<file path="config.mk">
export PLATFORM = sky130hd
export DESIGN_NAME = rvc_fetch_aligner_flat
export DESIGN_NICKNAME = d
export VERILOG_FILES = /design/src/rtl/rvc_fetch_aligner_if.sv /design/src/rtl/rvc_fetch_aligner.sv /design/src/flat_wrapper.sv
export SDC_FILE = /design/constraint.sdc
export NUM_CORES = 1
export LEC_CHECK = 0
export CAP_MARGIN = 20
export CELL_PAD_IN_SITES_DETAIL_PLACEMENT = 0
export CELL_PAD_IN_SITES_GLOBAL_PLACEMENT = 1
export CORE_MARGIN = 10
export CORE_UTILIZATION = 39
export CTS_CLUSTER_DIAMETER = 100
export DETAILED_ROUTE_END_ITERATION = 10
export GPL_ROUTABILITY_DRIVEN = 1
export PLACE_DENSITY_LB_ADDON = 0.1
export SYNTH_ARGS = -nofsm -noshare
export SYNTH_HDL_FRONTEND = slang
export SYNTH_SLANG_ARGS = --single-unit
export TNS_END_PERCENT = 20
</file>
<file path="constraint.sdc">
create_clock -name clk_i -period 3.1 [get_ports clk_i]
set_input_delay 0.62 -clock clk_i [delete_from_list [all_inputs] [get_ports clk_i]]
set_output_delay 0.62 -clock clk_i [all_outputs]
set_load 0.03 [all_outputs]
</file>
<file path="src/rtl/rvc_fetch_aligner_if.sv">
// Fetch/instruction handshake bundle for rvc_fetch_aligner.
//   master : the aligner (drives fetch address/ready and the instruction slot)
//   slave  : the surrounding fetch stage and rvc_expander
interface rvc_fetch_aligner_if;
  logic [31:0] fetch_addr_o;
  logic        fetch_valid_i;
  logic [31:0] fetch_word_i;
  logic        fetch_ready_o;
  logic        redirect_i;
  logic [31:0] redirect_pc_i;
  logic        instr_valid_o;
  logic [31:0] instr_o;
  logic [31:0] instr_pc_o;
  logic        instr_compressed_o;
  logic        instr_ready_i;

  modport master (
    output fetch_addr_o, fetch_ready_o,
    output instr_valid_o, instr_o, instr_pc_o, instr_compressed_o,
    input  fetch_valid_i, fetch_word_i, redirect_i, redirect_pc_i, instr_ready_i
  );

  modport slave (
    input  fetch_addr_o, fetch_ready_o,
    input  instr_valid_o, instr_o, instr_pc_o, instr_compressed_o,
    output fetch_valid_i, fetch_word_i, redirect_i, redirect_pc_i, instr_ready_i
  );
endinterface

</file>
<file path="src/rtl/rvc_fetch_aligner.sv">
// Splits word-aligned 32-bit fetch words into 16-bit (zero-extended) and
// 32-bit instructions, including 32-bit instructions straddling two words.
// Ports:
//   clk_i  - clock
//   rst_i  - asynchronous reset, active-low
//   bus    - master side of rvc_fetch_aligner_if: fetch address/word
//            handshake, redirect, and the single-entry instruction slot
module rvc_fetch_aligner #(
  parameter logic [31:0] BOOT_ADDR = 32'h0000_0000
) (
  input logic                  clk_i,
  input logic                  rst_i,
  rvc_fetch_aligner_if.master  bus
);

  typedef enum logic [1:0] {
    S_ALIGNED = 2'd0,  // nothing buffered
    S_HALF    = 2'd1,  // hb_q holds the first halfword of the next instruction
    S_SKIP    = 2'd2   // started mid-word: drop the low halfword of the next word
  } state_e;

  localparam state_e BOOT_STATE = BOOT_ADDR[1] ? S_SKIP : S_ALIGNED;

  state_e      state_q, state_d;
  logic [31:0] pc_q, pc_d;
  logic [31:0] faddr_q, faddr_d;
  logic [15:0] hb_q, hb_d;
  logic        instr_valid_q, instr_valid_d;
  logic [31:0] instr_q, instr_d;
  logic [31:0] instr_pc_q, instr_pc_d;
  logic        instr_c_q, instr_c_d;

  logic        slot_free_c;
  logic        hb_is32_c;
  logic        lo_is32_c;
  logic        fetch_ready_c;
  logic        accept_c;
  logic [15:0] lo_c, hi_c;

  // Handshake qualifiers; a redirect blocks word consumption in its cycle.
  always_comb begin
    slot_free_c   = !instr_valid_q || bus.instr_ready_i;
    hb_is32_c     = (hb_q[1:0] == 2'b11);
    lo_c          = bus.fetch_word_i[15:0];
    hi_c          = bus.fetch_word_i[31:16];
    lo_is32_c     = (lo_c[1:0] == 2'b11);
    fetch_ready_c = 1'b0;
    if (!bus.redirect_i) begin
      case (state_q)
        S_ALIGNED: fetch_ready_c = slot_free_c;
        S_HALF:    fetch_ready_c = hb_is32_c && slot_free_c;
        S_SKIP:    fetch_ready_c = 1'b1;
        default:   fetch_ready_c = 1'b0;
      endcase
    end
    accept_c = bus.fetch_valid_i && fetch_ready_c;
  end

  // Next-state and output-slot logic.
  always_comb begin
    state_d       = state_q;
    pc_d          = pc_q;
    faddr_d       = faddr_q;
    hb_d          = hb_q;
    instr_valid_d = instr_valid_q && !bus.instr_ready_i;
    instr_d       = instr_q;
    instr_pc_d    = instr_pc_q;
    instr_c_d     = instr_c_q;

    if (bus.redirect_i) begin
      pc_d          = bus.redirect_pc_i & 32'hFFFF_FFFE;
      faddr_d       = bus.redirect_pc_i & 32'hFFFF_FFFC;
      hb_d          = 16'h0000;
      instr_valid_d = 1'b0;
      state_d       = bus.redirect_pc_i[1] ? S_SKIP : S_ALIGNED;
    end else begin
      if (accept_c) begin
        faddr_d = faddr_q + 32'd4;
      end
      case (state_q)
        S_ALIGNED: begin
          if (accept_c) begin
            instr_valid_d = 1'b1;
            instr_pc_d    = pc_q;
            if (lo_is32_c) begin
              instr_d   = bus.fetch_word_i;
              instr_c_d = 1'b0;
              pc_d      = pc_q + 32'd4;
            end else begin
              instr_d   = {16'h0000, lo_c};
              instr_c_d = 1'b1;
              hb_d      = hi_c;
              pc_d      = pc_q + 32'd2;
              state_d   = S_HALF;
            end
          end
        end
        S_HALF: begin
          if (!hb_is32_c) begin
            // Buffered compressed instruction drains without a new word.
            if (slot_free_c) begin
              instr_valid_d = 1'b1;
              instr_pc_d    = pc_q;
              instr_d       = {16'h0000, hb_q};
              instr_c_d     = 1'b1;
              pc_d          = pc_q + 32'd2;
              state_d       = S_ALIGNED;
            end
          end else if (accept_c) begin
            // Straddling instruction: low half of the new word completes it.
            instr_valid_d = 1'b1;
            instr_pc_d    = pc_q;
            instr_d       = {lo_c, hb_q};
            instr_c_d     = 1'b0;
            pc_d          = pc_q + 32'd4;
            hb_d          = hi_c;
          end
        end
        S_SKIP: begin
          if (accept_c) begin
            hb_d    = hi_c;
            state_d = S_HALF;
          end
        end
        default: state_d = S_ALIGNED;
      endcase
    end
  end

  always_ff @(posedge clk_i or negedge rst_i) begin
    if (!rst_i) begin
      state_q       <= BOOT_STATE;
      pc_q          <= BOOT_ADDR & 32'hFFFF_FFFE;
      faddr_q       <= BOOT_ADDR & 32'hFFFF_FFFC;
      hb_q          <= 16'h0000;
      instr_valid_q <= 1'b0;
      instr_q       <= 32'h0;
      instr_pc_q    <= 32'h0;
      instr_c_q     <= 1'b0;
    end else begin
      state_q       <= state_d;
      pc_q          <= pc_d;
      faddr_q       <= faddr_d;
      hb_q          <= hb_d;
      instr_valid_q <= instr_valid_d;
      instr_q       <= instr_d;
      instr_pc_q    <= instr_pc_d;
      instr_c_q     <= instr_c_d;
    end
  end

  assign bus.fetch_addr_o       = faddr_q;
  assign bus.fetch_ready_o      = fetch_ready_c;
  assign bus.instr_valid_o      = instr_valid_q;
  assign bus.instr_o            = instr_q;
  assign bus.instr_pc_o         = instr_pc_q;
  assign bus.instr_compressed_o = instr_c_q;

endmodule

</file>
<file path="src/flat_wrapper.sv">
// flat-port wrapper written by rule: the top's interface ports become plain ports
module rvc_fetch_aligner_flat 
#(
  parameter logic [31:0] BOOT_ADDR = 32'h0000_0000
)
  (clk_i, rst_i, bus_fetch_addr_o, bus_fetch_ready_o, bus_instr_valid_o, bus_instr_o, bus_instr_pc_o, bus_instr_compressed_o, bus_fetch_valid_i, bus_fetch_word_i, bus_redirect_i, bus_redirect_pc_i, bus_instr_ready_i);
  rvc_fetch_aligner_if bus_i ();
  input logic clk_i;
  input logic rst_i;
  output wire logic [$bits(bus_i.fetch_addr_o)-1:0] bus_fetch_addr_o;
  output wire logic [$bits(bus_i.fetch_ready_o)-1:0] bus_fetch_ready_o;
  output wire logic [$bits(bus_i.instr_valid_o)-1:0] bus_instr_valid_o;
  output wire logic [$bits(bus_i.instr_o)-1:0] bus_instr_o;
  output wire logic [$bits(bus_i.instr_pc_o)-1:0] bus_instr_pc_o;
  output wire logic [$bits(bus_i.instr_compressed_o)-1:0] bus_instr_compressed_o;
  input wire logic [$bits(bus_i.fetch_valid_i)-1:0] bus_fetch_valid_i;
  input wire logic [$bits(bus_i.fetch_word_i)-1:0] bus_fetch_word_i;
  input wire logic [$bits(bus_i.redirect_i)-1:0] bus_redirect_i;
  input wire logic [$bits(bus_i.redirect_pc_i)-1:0] bus_redirect_pc_i;
  input wire logic [$bits(bus_i.instr_ready_i)-1:0] bus_instr_ready_i;
  assign bus_fetch_addr_o = bus_i.fetch_addr_o;
  assign bus_fetch_ready_o = bus_i.fetch_ready_o;
  assign bus_instr_valid_o = bus_i.instr_valid_o;
  assign bus_instr_o = bus_i.instr_o;
  assign bus_instr_pc_o = bus_i.instr_pc_o;
  assign bus_instr_compressed_o = bus_i.instr_compressed_o;
  assign bus_i.fetch_valid_i = bus_fetch_valid_i;
  assign bus_i.fetch_word_i = bus_fetch_word_i;
  assign bus_i.redirect_i = bus_redirect_i;
  assign bus_i.redirect_pc_i = bus_redirect_pc_i;
  assign bus_i.instr_ready_i = bus_instr_ready_i;
  rvc_fetch_aligner #(.BOOT_ADDR(BOOT_ADDR)) u_core (.clk_i(clk_i), .rst_i(rst_i), .bus(bus_i));
endmodule
</file>
==> run summary <==
Post-Place Setup Slack -> 0.09358 ns
DRT Wirelength -> 23.38 mm
GRT met2 Usage -> 29.88%
Setup TNS -> 0 ns
Post-synth ARST share -> 100.0%
PD cells -> 801.9 nW/um^2
CTS max path bufs -> 2
TritonCTS Buffers -> 17
Share of cells above drive strength 1 -> 11.84%
Max Cap Viol -> 0
I/O pin total -> 168
Die span in y -> 157.4 um
Outcome -> finished clean
Min-Delay Path Class -> in2async
Grt total ovfl -> 0
Crit path time final -> 2.902 ns
Row cnt -> 50
Cell variety after synth -> 67
Initial antenna violation count -> 0
Clk pwr share -> 25.2%
Final period util -> 93.61%
Area contributors post-synth -> dfrtp_1 (49%), mux2_2 (6.0%), nand2_1 (3.9%)
Post-synth EDFFs -> 0
Sw power -> 2.978 mW
Clock Latency Late Sink -> 0.42 ns
Drc violations -> 0
Reg2reg start -> u_core.state_q[1]
Final Non-Filler Cells -> 1163
Met1 usage -> 25.43%
Reg2Reg Depth -> 8
Clock-pin slew on the worst setup and hold paths -> 0.06 ns
Clock Sinks -> 145
Flop2flop setup slack -> 0.47 ns
Drt pass-1 iters -> 5
TritonCTS clock tree -> yes
Startpoint Class -> flip-flop
FMAX -> 344.6 MHz
Leakage -> 3.970 nW
Setup WS post-layout -> 0.1981 ns
Total setup buffers inserted after CTS -> 0
Antenna viol nets, final -> 0
Sequential share of power -> 35.5%
Relative slew margins -> 52.93%
#FFs+latches synth -> 145
Finished Core Util -> 53.19%
WHS -> 0.2056 ns
Hold buffer count at CTS -> 0
Routing usage on met3 -> 3.903%
CTS-repair resized insts -> 0
Sequential area share after synthesis -> 49.29%
Syn avg cell area -> 9.712 um^2
Drt wl/cell -> 20.11 um
Routed vias/inst -> 5.613
Mapped cell area -> 7362 um^2
Worst slew pin tran -> 0.7060 ns
Synth area leader -> dfrtp_1
Initial Utilization -> 39.49%
Arr. time, crit path -> 2.28 ns
Area grow syn2layout -> 34.69%
Largest net degree at the start of global routing -> 70
Slew Limit Fails -> 0
Mapped Cells -> 758
Final Cell Area -> 9916 um^2
CP endpoint -> bus_fetch_ready_o
First-pass GRT wire length -> 37.07 mm
DP HPWL -> 16.90 mm
YS warnings -> 0
Setup crit end kind -> output port
Critical Path Source -> u_core.state_q[1]
Required @ worst endpoint -> 2.48 ns
GRT Total Usage -> 18.92%
Crit path kind -> reg2out
Synth Flop Type -> dfrtp_1
NumNets Final -> 993
Cell Int Power -> 4.974 mW
Post-synth top area share -> 49.29%
Input/output buffers -> 164
Die ar. -> 24770 um^2
Setup violators final -> 0
Power Total -> 7.951 mW
Root buffer cell -> clkbuf_16
H-Tree Depth -> 4
Logic pwr share -> 39.4%
Chip width -> 157.4 um
Number of diodes -> 0
Vias after detailed routing -> 6528
Worst IR Drop VDD -> 0.4406 mV
Post-Place Cells -> 1132
Final Skew -> 0.006884 ns
Reg2reg end -> u_core.pc_q[30]
GRT busiest layer -> met2
Hold Fails Final Rpt -> 0
Post-DP Area -> 9353 um^2
Drt initial violations -> 472
Area of the core -> 18640 um^2
Vias in the first global route -> 6485
CP Max Fanout -> 7
RSZ-0062 raised after global routing -> no
Routability cong. -> 0.8928
Switch share -> 37.45%
## synthesized netlist by cell type, types with 4 or more instances
cell / number
and2_1: 9
nor2_1: 62
nand4_1: 19
xnor2_1: 15
ha_1: 7
and3_1: 16
a21oi_1: 41
o21ai_0: 27
dfrtp_1: 145
a31oi_1: 19
a22oi_1: 15
or3_1: 8
mux2i_1: 17
clkbuf_1: 32
inv_1: 20
buf_2: 13
o211ai_1: 16
o31ai_1: 5
nand3_1: 34
nor4_1: 5
and4_1: 6
nand2_1: 77
buf_1: 5
o21ai_1: 20
o311ai_1: 10
nor3_1: 9
a311o_1: 4
or4_1: 5
mux2_2: 39
## worst max-delay path, stage by stage, from the launching register on
cell	delay (ns)
dfrtp_1	0.40
inv_1	0.08
ha_1	0.24
and3_1	0.36
o21ai_0	0.15
a211oi_1	0.44
buf_12	0.18
## logic make-up after synthesis
group / count (synthesis) / share of synthesized area, %
multiplexers: 56 / 8.277
adder cells (fa/ha/maj): 7 / 1.190
buffers and inverters: 74 / 4.198
flip-flops: 145 / 49.29
AND/OR/NAND/NOR: 267 / 17.96
AO/OA/AOI/OAI: 190 / 16.89
other: 1 / 0.05094
XOR/XNOR: 18 / 2.142
## per-layer routing
metal	share of wire (%)	vias up	wire length, um
met2	48	171	11190
met1	46	3256	10660
met5	0	-	0
met4	1.2	0	276
met3	5.4	18	1255
li1	-	3083	-
## power groups by stage
stage	combinational, mW	sequential, mW	clock [mW]
2_1_floorplan	0.860	3.68	0
3_3_place_gp	3.14	2.83	0
3_5_place_dp	3.16	2.85	0
4_1_cts	3.18	2.82	2.04
5_1_grt	3.33	2.90	2.12
6_report	3.13	2.82	2.00
## area by class of cell
cell class	count	area [um^2]
Tap cell	234	292.8
Timing Repair Buffer	192	1908
Clock inverter	10	112.6
Fill cell	1714	8727
Inverter	21	78.83
Sequential cell	145	3628
Clock buffer	21	450.4
Multi-Input combinational cell	540	3445
## worst min path at each step
stage               startpoint                           to  slack, ns
2_1_floorplan            rst_i  u_core.bus.fetch_addr_o[10]       0.32
3_3_place_gp   u_core.hb_q[15]              u_core.hb_q[15]       0.47
3_5_place_dp   u_core.hb_q[15]              u_core.hb_q[15]       0.47
4_1_cts                  rst_i  u_core.bus.fetch_addr_o[25]       0.24
5_1_grt                  rst_i  u_core.bus.fetch_addr_o[25]       0.25
6_report                 rst_i  u_core.bus.fetch_addr_o[25]       0.21
## placed cells by master, fill, tap and decap left out, types with 5 or more instances in the layout
cell type	count
inv_1	20
o211ai_1	16
a31oi_1	18
o31ai_1	5
a22oi_1	15
and4_1	6
buf_12	5
and2_1	9
nor3_1	7
and3_1	16
nand2_1	77
nor2_1	62
buf_4	24
ha_1	7
or4_1	5
o311ai_1	10
mux2_2	39
or3_1	8
a21oi_1	41
o21ai_1	20
nand3_1	34
clkbuf_16	17
xnor2_1	15
o21ai_0	27
mux2i_1	17
clkdlybuf4s50_1	161
nor4_1	5
nand4_1	19
dfrtp_1	145
## registers in the layout, summed over array words and instances, names as in the netlist
register,count
u_core.bus.instr_o,32
u_core.bus.instr_pc_o,32
u_core.pc_q,31
u_core.bus.fetch_addr_o,30
u_core.hb_q,16
u_core.state_q,2
u_core.bus.instr_compressed_o,1
u_core.bus.instr_valid_o,1
(Power assumes the default switching activity.)
